`config.mk`:
```
export PLATFORM = sky130hd
export DESIGN_NAME = mem_except_ctrl
export DESIGN_NICKNAME = d
export VERILOG_FILES = /design/src/rtl/cp0_pkg.sv /design/src/rtl/exc_priority_enc.sv /design/src/rtl/mem_except_ctrl.sv
export SDC_FILE = /design/constraint.sdc
export NUM_CORES = 1
export LEC_CHECK = 0
export ABC_AREA = 1
export CAP_MARGIN = 20
export CORE_ASPECT_RATIO = 1.5
export CORE_UTILIZATION = 44
export DETAILED_ROUTE_END_ITERATION = 6
export PLACE_DENSITY = 0.81
export SETUP_SLACK_MARGIN = 0.5
export SLEW_MARGIN = 20
export SYNTH_ARGS = -nofsm -noshare
export SYNTH_HDL_FRONTEND = slang
export SYNTH_HIERARCHICAL = 1
export SYNTH_SLANG_ARGS = --single-unit
```
`constraint.sdc`:
```
create_clock -name clk -period 1.65 [get_ports clk]
set_input_delay 0.165 -clock clk [delete_from_list [all_inputs] [get_ports clk]]
set_output_delay 0.165 -clock clk [all_outputs]
set_load 0.01 [all_outputs]
```
`src/rtl/cp0_pkg.sv`:
```
// CP0 exception constants, default handler vector and source-index to ExcCode mapping.
// Shared by the MEM-stage exception commit unit and its priority encoder.
package cp0_pkg;

  localparam logic [4:0] EXC_INT  = 5'd0;
  localparam logic [4:0] EXC_ADEL = 5'd4;
  localparam logic [4:0] EXC_ADES = 5'd5;
  localparam logic [4:0] EXC_SYS  = 5'd8;
  localparam logic [4:0] EXC_BP   = 5'd9;
  localparam logic [4:0] EXC_RI   = 5'd10;
  localparam logic [4:0] EXC_OV   = 5'd12;

  localparam logic [31:0] EXC_VECTOR_DEFAULT = 32'hbfc0_0380;

  typedef enum logic {
    ST_IDLE,
    ST_REDIRECT
  } exc_state_t;

  // Index 0 is ERET and never reaches here; unassigned sources report RI.
  function automatic logic [4:0] exc_code_of(input int unsigned idx);
    logic [4:0] code;
    case (idx)
      1:       code = EXC_INT;
      2:       code = EXC_SYS;
      3:       code = EXC_BP;
      4:       code = EXC_ADEL;
      5:       code = EXC_ADES;
      6:       code = EXC_RI;
      7:       code = EXC_OV;
      default: code = EXC_RI;
    endcase
    return code;
  endfunction

endpackage

```
`src/rtl/exc_priority_enc.sv`:
```
// Fixed-priority encoder: lowest set request bit wins; reports its index and any-hit.
// Purely combinational, no backpressure.
module exc_priority_enc #(
  parameter int N  = 9,
  parameter int IW = 4
) (
  input  logic [N-1:0]  req,
  output logic [IW-1:0] idx,
  output logic          hit
);

  always_comb begin
    idx = '0;
    hit = 1'b0;
    for (int i = N - 1; i >= 0; i--) begin
      if (req[i]) begin
        idx = IW'(i);
        hit = 1'b1;
      end
    end
  end

endmodule

```
`src/rtl/mem_except_ctrl.sv`:
```
// MEM-stage exception/ERET commit unit holding EPC/Cause/BadVAddr/EXL state.
// Outputs one cycle after commit; redirect+flush held until redirect_ready, commits ignored meanwhile.
module mem_except_ctrl
  import cp0_pkg::*;
#(
  parameter int                W          = 32,
  parameter int                N_EXC      = 9,
  parameter logic [W-1:0]      EXC_VECTOR = W'(EXC_VECTOR_DEFAULT),
  parameter logic [N_EXC-1:0]  BADV_MASK  = N_EXC'(9'b0_0011_0000)
) (
  input  logic             clk,
  input  logic             resetn,
  input  logic             commit_valid,
  input  logic [N_EXC-1:0] except,
  input  logic [W-1:0]     pc,
  input  logic             in_delay_slot,
  input  logic [W-1:0]     bad_vaddr,
  input  logic             epc_we,
  input  logic [W-1:0]     epc_wdata,
  output logic             redirect_valid,
  output logic [W-1:0]     redirect_pc,
  input  logic             redirect_ready,
  output logic             flush,
  output logic [W-1:0]     epc,
  output logic [W-1:0]     badvaddr,
  output logic [4:0]       exc_code,
  output logic             cause_bd,
  output logic             exl
);

  localparam int IW = (N_EXC > 1) ? $clog2(N_EXC) : 1;

  exc_state_t      state, state_nxt;
  logic [W-1:0]    redirect_pc_nxt, epc_nxt, badvaddr_nxt;
  logic [4:0]      exc_code_nxt;
  logic            cause_bd_nxt, exl_nxt;
  logic [IW-1:0]   exc_idx;
  logic            exc_hit;

  // Bit 0 (ERET) is masked out so only real exception sources compete.
  exc_priority_enc #(
    .N  (N_EXC),
    .IW (IW)
  ) u_enc (
    .req ({except[N_EXC-1:1], 1'b0}),
    .idx (exc_idx),
    .hit (exc_hit)
  );

  always_comb begin
    state_nxt       = state;
    redirect_pc_nxt = redirect_pc;
    epc_nxt         = epc;
    badvaddr_nxt    = badvaddr;
    exc_code_nxt    = exc_code;
    cause_bd_nxt    = cause_bd;
    exl_nxt         = exl;

    // MTC0 lands first so an exception taking EPC the same cycle overrides it.
    if (epc_we) epc_nxt = epc_wdata;

    case (state)
      ST_IDLE: begin
        if (commit_valid && exc_hit) begin
          state_nxt       = ST_REDIRECT;
          redirect_pc_nxt = EXC_VECTOR;
          exc_code_nxt    = exc_code_of(32'(exc_idx));
          if (!exl) begin
            epc_nxt      = in_delay_slot ? (pc - W'(4)) : pc;
            cause_bd_nxt = in_delay_slot;
            exl_nxt      = 1'b1;
          end
          if (BADV_MASK[exc_idx]) badvaddr_nxt = bad_vaddr;
        end else if (commit_valid && except[0]) begin
          state_nxt       = ST_REDIRECT;
          redirect_pc_nxt = epc;
          exl_nxt         = 1'b0;
        end
      end
      ST_REDIRECT: begin
        if (redirect_ready) state_nxt = ST_IDLE;
      end
      default: state_nxt = ST_IDLE;
    endcase
  end

  always_ff @(posedge clk or negedge resetn) begin
    if (!resetn) begin
      state       <= ST_IDLE;
      redirect_pc <= '0;
      epc         <= '0;
      badvaddr    <= '0;
      exc_code    <= '0;
      cause_bd    <= 1'b0;
      exl         <= 1'b0;
    end else begin
      state       <= state_nxt;
      redirect_pc <= redirect_pc_nxt;
      epc         <= epc_nxt;
      badvaddr    <= badvaddr_nxt;
      exc_code    <= exc_code_nxt;
      cause_bd    <= cause_bd_nxt;
      exl         <= exl_nxt;
    end
  end

  assign redirect_valid = (state == ST_REDIRECT);
  assign flush          = redirect_valid;

endmodule

```
==> results of run 1 <==
==> worst min-delay path, cell delays in order <==
cell and delay, ns:
dlygate4sd2_1 0.27, a211oi_2 0.09, a31oi_1 0.12
==> area by class of cell <==
type / count / share of cell area
clock inverters: 7 / 0.00920
well taps: 153 / 0.0185
repair inverters: 3 / 0.00375
repair buffers: 395 / 0.356
inverters: 50 / 0.0218
multi-input cells: 465 / 0.319
flip-flops and latches: 103 / 0.250
clock buffers: 9 / 0.0218
==> synth_stat cells, types with 8 or more instances <==
cell,count,area (um2)
a21oi_1,11,55.1
or2_2,8,50.1
clkbuf_1,9,33.8
mux2_4,30,450
o21ai_1,16,80.1
o21ai_0,41,205
dfrtp_1,103,2580
xor2_1,15,131
nand3_1,13,65.1
buf_2,8,40.0
nor2_1,78,293
inv_1,42,158
nand2_1,189,709
==> worst max path at each step <==
stage | start | to | slack, ns | cells after the start
after global routing | except[7] | redirect_pc[15] | -0.17 | 12
after CTS | except[7] | badvaddr[3] | 0.02 | 12
after floorplan | except[6] | badvaddr[10] | 0.06 | 9
final | except[7] | redirect_pc[15] | -0.12 | 12
after detailed placement | except[6] | badvaddr[0] | -0.55 | 10
after global placement | except[6] | badvaddr[0] | -0.53 | 10
==> what timing repair did <==
| action | 4_1_cts | 5_1_grt |
|---|---|---|
| resized for setup | 459 | 216 |
| setup endpoints to repair | 207 | 178 |
| buffers inserted | 69 | 26 |
| hold buffers | 1 | 0 |
| endpoints found under the hold margin | 103 | 0 |
| cloned | 16 | 3 |
| pin swaps | 23 | 25 |
==> logic make-up (layout without fill, tap and decap cells) <==
group                    count (synthesis)  count (layout)  share of synthesized area
XOR/XNOR                                15              15                     0.0239
buffers and inverters                   77             464                     0.0635
flip-flops                             103             103                      0.469
adder cells (fa/ha/maj)                  1               1                    0.00228
multiplexers                            37              37                     0.0952
AND/OR/NAND/NOR                        325             325                      0.261
AO/OA/AOI/OAI                           84              84                     0.0842
other                                    1               3                   0.000682
==> per-layer routing <==
layer,vias to the layer above,wire [um],share of wire
met5,-,0,0
met4,0,2300,0.085
met3,197,2180,0.080
met2,541,14000,0.52
met1,3274,8650,0.32
li1,2834,-,-
==> registers in the layout, indices dropped and copies added, names as in the netlist <==
| name | cells |
|---|---|
| epc | 32 |
| cause_bd | 1 |
| exc_code | 4 |
| exl | 1 |
| flush | 1 |
| badvaddr | 32 |
| redirect_pc | 32 |
==> stage by stage <==
stage	std cells	TNS (ns)	util
after detailed placement	1054	-44.76	0.685
after CTS	1156	0	0.818
after floorplan	645	0	-
final	1185	-2.41	0.856
after global routing	1185	-4.87	0.856
after global placement	1054	-41.09	0.685
==> power breakdown <==
group / switching, mW / internal [mW] / total, mW
Sequential: 0.473 / 3.06 / 3.54
Clock: 1.06 / 1.34 / 2.39
Combinational: 2.04 / 2.13 / 4.17
Total: 3.57 / 6.53 / 10.1
==> reports/metrics.yaml, run 1 <==
final_layout:
  drive_gt1_frac: 0.503
  syn_to_final_growth_pct: 88.1
  multi_input_area_um2: 3300
  n_antenna_cell: 0
  mostFrequentLayoutCells: "132 x nand2_1, 116 x buf_4, 102 x dfrtp_1"
  design_area_um2: 10300
  final_nets: 1139
  final_common_cell: "nand2_1"
  regArea_um2: 2580
  fillers: 538
clocking:
  cts.sinks: 103
  cts-buffers-inserted: 9
  root_buffer: "clkbuf_16"
  clk_path_buf_depth: 2
  cts_tree: "done"
  clk_pin_slew_ns: 0.08
  clock_latency_ns: 0.36
  htree_levels: 3
route:
  viasPerCell: 5.78
  firstDrtPassIters: 7
  routed_wl_mm: 27.2
  num_vias: 6846
  drt_iter0_markers: 561
  wl_per_cell_um: 22.9
  ant_nets: 0
  drc: 0
global_routing:
  top_usage_layer: "met2"
  grtUsageMet1: 0.369
  met2_usage: 0.642
  grt_pass1_vias: 6505
  grt_max_degree: 104
  use_met3: 0.0603
  gr-total-overflow: 0
  grt_use_total: 0.356
  grt_pass1_wl_mm: 34.8
  antenna_found_initial: 0
synth:
  ys_ff_latch: 103
  avgSynthCellArea_um2: 8.55
  ys_warn_count: 6
  yosysSeqAreaShare: 0.469
  synthCells: 643
  synth.distinct_cells: 44
  synth_edf_count: 0
  synth_area_um2: 5500
  synth_flop_cell: "dfrtp_1"
  synthArstFlopShare: 1.00
sta:
  fin_crit_ns: 1.77
  max-slew-margin-rel: 0.612
  worstMarginPinSlew_ns: 0.582
  fmaxAchievable_mhz: 566
  hold_viol_final: 0
  fin_worst_skew_ns: 0.00674
  fin_ws_ns: -0.117
  min_period_over_period: 1.07
  hold_slack_ns: 0.335
  final_max_slew_viol_count: 0
  rsz0062_at_grt: "true"
  setup_violations: 61
placed_design:
  dp_slack_ns: -0.553
  dp_hpwl_mm: 13.3
  port_buffers: 214
  gp_congestion: 0.936
  place_area_um2: 8270
worst_setup_path:
  critPathLaunchType: "input port"
  r2r-end: "redirect_pc[15]"
  path_class: "in2reg"
  endpoint_kind: "flop"
  slowest_delay_ns: 0.25
  r2r_start: "flush"
  crit_path_max_fanout: 6
  cp.required_ns: 1.91
  worstPathArrival_ns: 2.03
  crit_buf_inv: 6
  cp_slowest_cell: "or2_4"
  crit_chain: "buf_6 > or2_4 > nor3_4 > nand4_1 > buf_4 > buf_6 > o211ai_4 > buf_12 > buf_6 > buf_12 > nand2_4 > o21ai_2"
  crit_family: "buffers and inverters"
  r2r_cells: 8
  worst_path_most_repeated_cell: "buf_6"
  rrSetupSlack_ns: -0.04
die:
  std_cell_rows: 49
  dieArea_um2: 12900
  core_um2: 12100
  start_util: 0.455
  dieHeight_um: 139
  die_w_um: 93.2
  ios: 216
run_status:
  violations: "negative setup slack"
  status: "finished, violations left"
hold_path:
  min_from: "pc[3]"
  hold_depth: 3
  hp-class: "in2reg"
  timing.hold.worst_endpoint: "epc[3]"
power:
  power.total_mw: 10.1
  power.density_nw_per_um2: 977
  vdd_drop_max_mv: 0.769
  leakagePower_nw: 5.26
run:
  max_cap_violations: 0
Power figures use the tool's default switching activity.
==> run 2: changes to the inputs <==
Settings changed: CORE_MARGIN set to 10, TNS_END_PERCENT set to 100.
==> reports/metrics.yaml, run 2 (same netlist as run 1, synthesis figures left out) <==
route:
  drt_iter0_markers: 406  # -28%
  ant_nets: 0  # unchanged
  routed_wl_mm: 26.1  # -3.9%
  viasPerCell: 5.33  # -7.7%
  wl_per_cell_um: 22.0  # -4.1%
  firstDrtPassIters: 4  # -3
  drc: 0  # unchanged
  num_vias: 6333  # -7.5%
placed_design:
  port_buffers: 214  # unchanged
  dp_cells: 1060  # +0.57%
  gp_congestion: 0.881  # -5.9%
  dp_slack_ns: -0.524  # +0.0283 ns
  dp_hpwl_mm: 14.6  # +9.5%
final_layout:
  top_regs: "badvaddr x32, epc x32, redirect_pc x32"
  final_cells: 1188  # +0.25%
  mostFrequentLayoutCells: "137 x nand2_1, 117 x buf_4, 101 x dfrtp_1"
  multi_input_area_um2: 3280  # -0.57%
  drive_gt1_frac: 0.497  # -0.00581
  fillers: 603  # +12%
  final_nets: 1141  # +0.18%
  final_common_cell: "nand2_1"
  regArea_um2: 2580  # about the same
  syn_to_final_growth_pct: 89.0
power:
  vdd_drop_max_mv: 0.621  # -19%
  comb_power_share: 0.409  # -0.004
  p_sw_mw: 3.39  # -5.0%
  sw_frac_of_total: 0.345  # -0.00905
  power.share.clock: 0.234  # -0.003
  leakagePower_nw: 5.25  # -0.20%
  power.density_nw_per_um2: 948  # -3.0%
  p_int_mw: 6.45  # -1.2%
  power_frac_seq: 0.357  # +0.007
global_routing:
  antenna_found_initial: 1  # +1
  grt_pass1_vias: 6315  # -2.9%
  grt_pass1_wl_mm: 34.8  # about the same
  grt_use_total: 0.251  # -0.105
  grt_max_degree: 67  # -36%
  gr-total-overflow: 0  # unchanged
clocking:
  clk_path_buf_depth: 2  # unchanged
  root_buffer: "clkbuf_16"
  cts-buffers-inserted: 9  # unchanged
  htree_levels: 3  # unchanged
  cts.sinks: 103  # unchanged
  clk_pin_slew_ns: 0.07  # about the same
  clock_latency_ns: 0.35  # about the same
  cts_tree: "done"
sta:
  setup_tns_ns: -0.580  # +1.83 ns
  hold_slack_ns: 0.161  # -0.174 ns
  hold_viol_final: 0  # unchanged
  fin_worst_skew_ns: 0.0121  # +0.00537 ns
  fin_crit_ns: 1.71  # -0.0565 ns
  final_max_slew_viol_count: 0  # unchanged
  fmaxAchievable_mhz: 585  # +3.3%
  rsz0062_at_grt: "true"
  setup_violations: 16  # -74%
  fin_ws_ns: -0.0605  # +0.0565 ns
  min_period_over_period: 1.04  # -0.0342
die:
  start_util: 0.453  # -0.00230
  core_um2: 12100  # +0.51%
  die_w_um: 111  # +19%
  std_cell_rows: 49  # unchanged
  dieArea_um2: 17500  # +35%
  ios: 216  # unchanged
  dieHeight_um: 157  # +13%
worst_setup_path:
  crit_family: "simple AND/OR/NAND/NOR gates"
  critPathLaunchType: "input port"
  cp.required_ns: 1.88  # -0.03 ns
  slowest_delay_ns: 0.30  # +0.05 ns
  worst_path_most_repeated_cell: "buf_12"
  path_class: "in2reg"
  cp_slowest_cell: "nor3b_4"
  worstPathArrival_ns: 1.94  # -0.09 ns
  startpoint: "except[6]"
  r2r_start: "flush"
  crit_path_max_fanout: 5  # -1
  crit_chain: "buf_6 > or2_4 > nor3_4 > nor3b_4 > nor2_4 > nand2_2 > inv_4 > nand2_8 > buf_12 > buf_12 > buf_16 > mux2_4"
  crit_buf_inv: 5  # -1
  endpoint_kind: "flop"
run_status:
  status: "finished, violations left"
  violations: "negative setup slack"
hold_path:
  hp-class: "in2async"
run:
  max_cap_violations: 0  # unchanged
run 2: changes by cell type in the layout (fill, tap and decap cells not counted), sizes merged, moves of 2 or more:
cell,before,now
clkdlybuf4s15,10,19
clkbuf,56,47
clkinv,6,8
inv,51,46
buf,233,236
dlymetal6s2s,1,5
run 2: metrics by stage:
step                      instance area [um2]   util  total power, mW
final                                   10400  0.855             9.84
after global routing                    10400  0.855             10.2
after CTS                                9890  0.815             9.17
after global placement                   8330  0.686             6.46
after detailed placement                 8330  0.686             6.54
after floorplan                          5580      -             4.63
run 2: metal layers:
metal | routed length, um | global-route usage | vias to the layer above | share of wire
met5 | 0 | 0 | - | 0
met4 | 1350 | 0.0945 | 0 | 0.052
met3 | 1530 | 0.0482 | 94 | 0.059
met2 | 14200 | 0.489 | 340 | 0.55
met1 | 8980 | 0.256 | 3069 | 0.34
li1 | - | - | 2830 | -
run 2: what timing repair did:
action,in CTS,in global routing
pin swaps,21,35
gates cloned,20,1
hold buffers,1,0
endpoints found under the hold margin,103,0
endpoints found under the setup margin,207,177
gates resized for setup,425,243
buffers inserted,65,24
run 2: path summary, 6_finish.rpt:
kind	cells after the start	slack (ns)	to
max	12	-0.06	badvaddr[6]
min in group clk	4	0.29	epc[2]
max reg2reg	7	0	badvaddr[6]
min	2	0.16	badvaddr[21]
min reg2reg	2	0.49	redirect_pc[5]
max in group asynchronous	3	0.84	exl
run 2: layout make-up:
cell class                      count  area share
Inverter                           50      0.0212
Clock inverter                      4     0.00494
Tap cell                          153      0.0184
Timing Repair inverter              3     0.00422
Sequential cell                   103       0.248
Antenna cell                        1    0.000241
Timing Repair Buffer              396       0.361
Clock buffer                       12      0.0257
Multi-Input combinational cell    466       0.316
run 2: power by group through the flow:
| stage | clock, mW | combinational [mW] | sequential (mW) |
|---|---|---|---|
| finish | 2.30 | 4.03 | 3.51 |
| global route | 2.41 | 4.24 | 3.56 |
| CTS | 2.26 | 3.50 | 3.40 |
| detailed placement | 0 | 3.04 | 3.49 |
| global placement | 0 | 2.99 | 3.48 |
| floorplan | 0 | 0.953 | 3.68 |
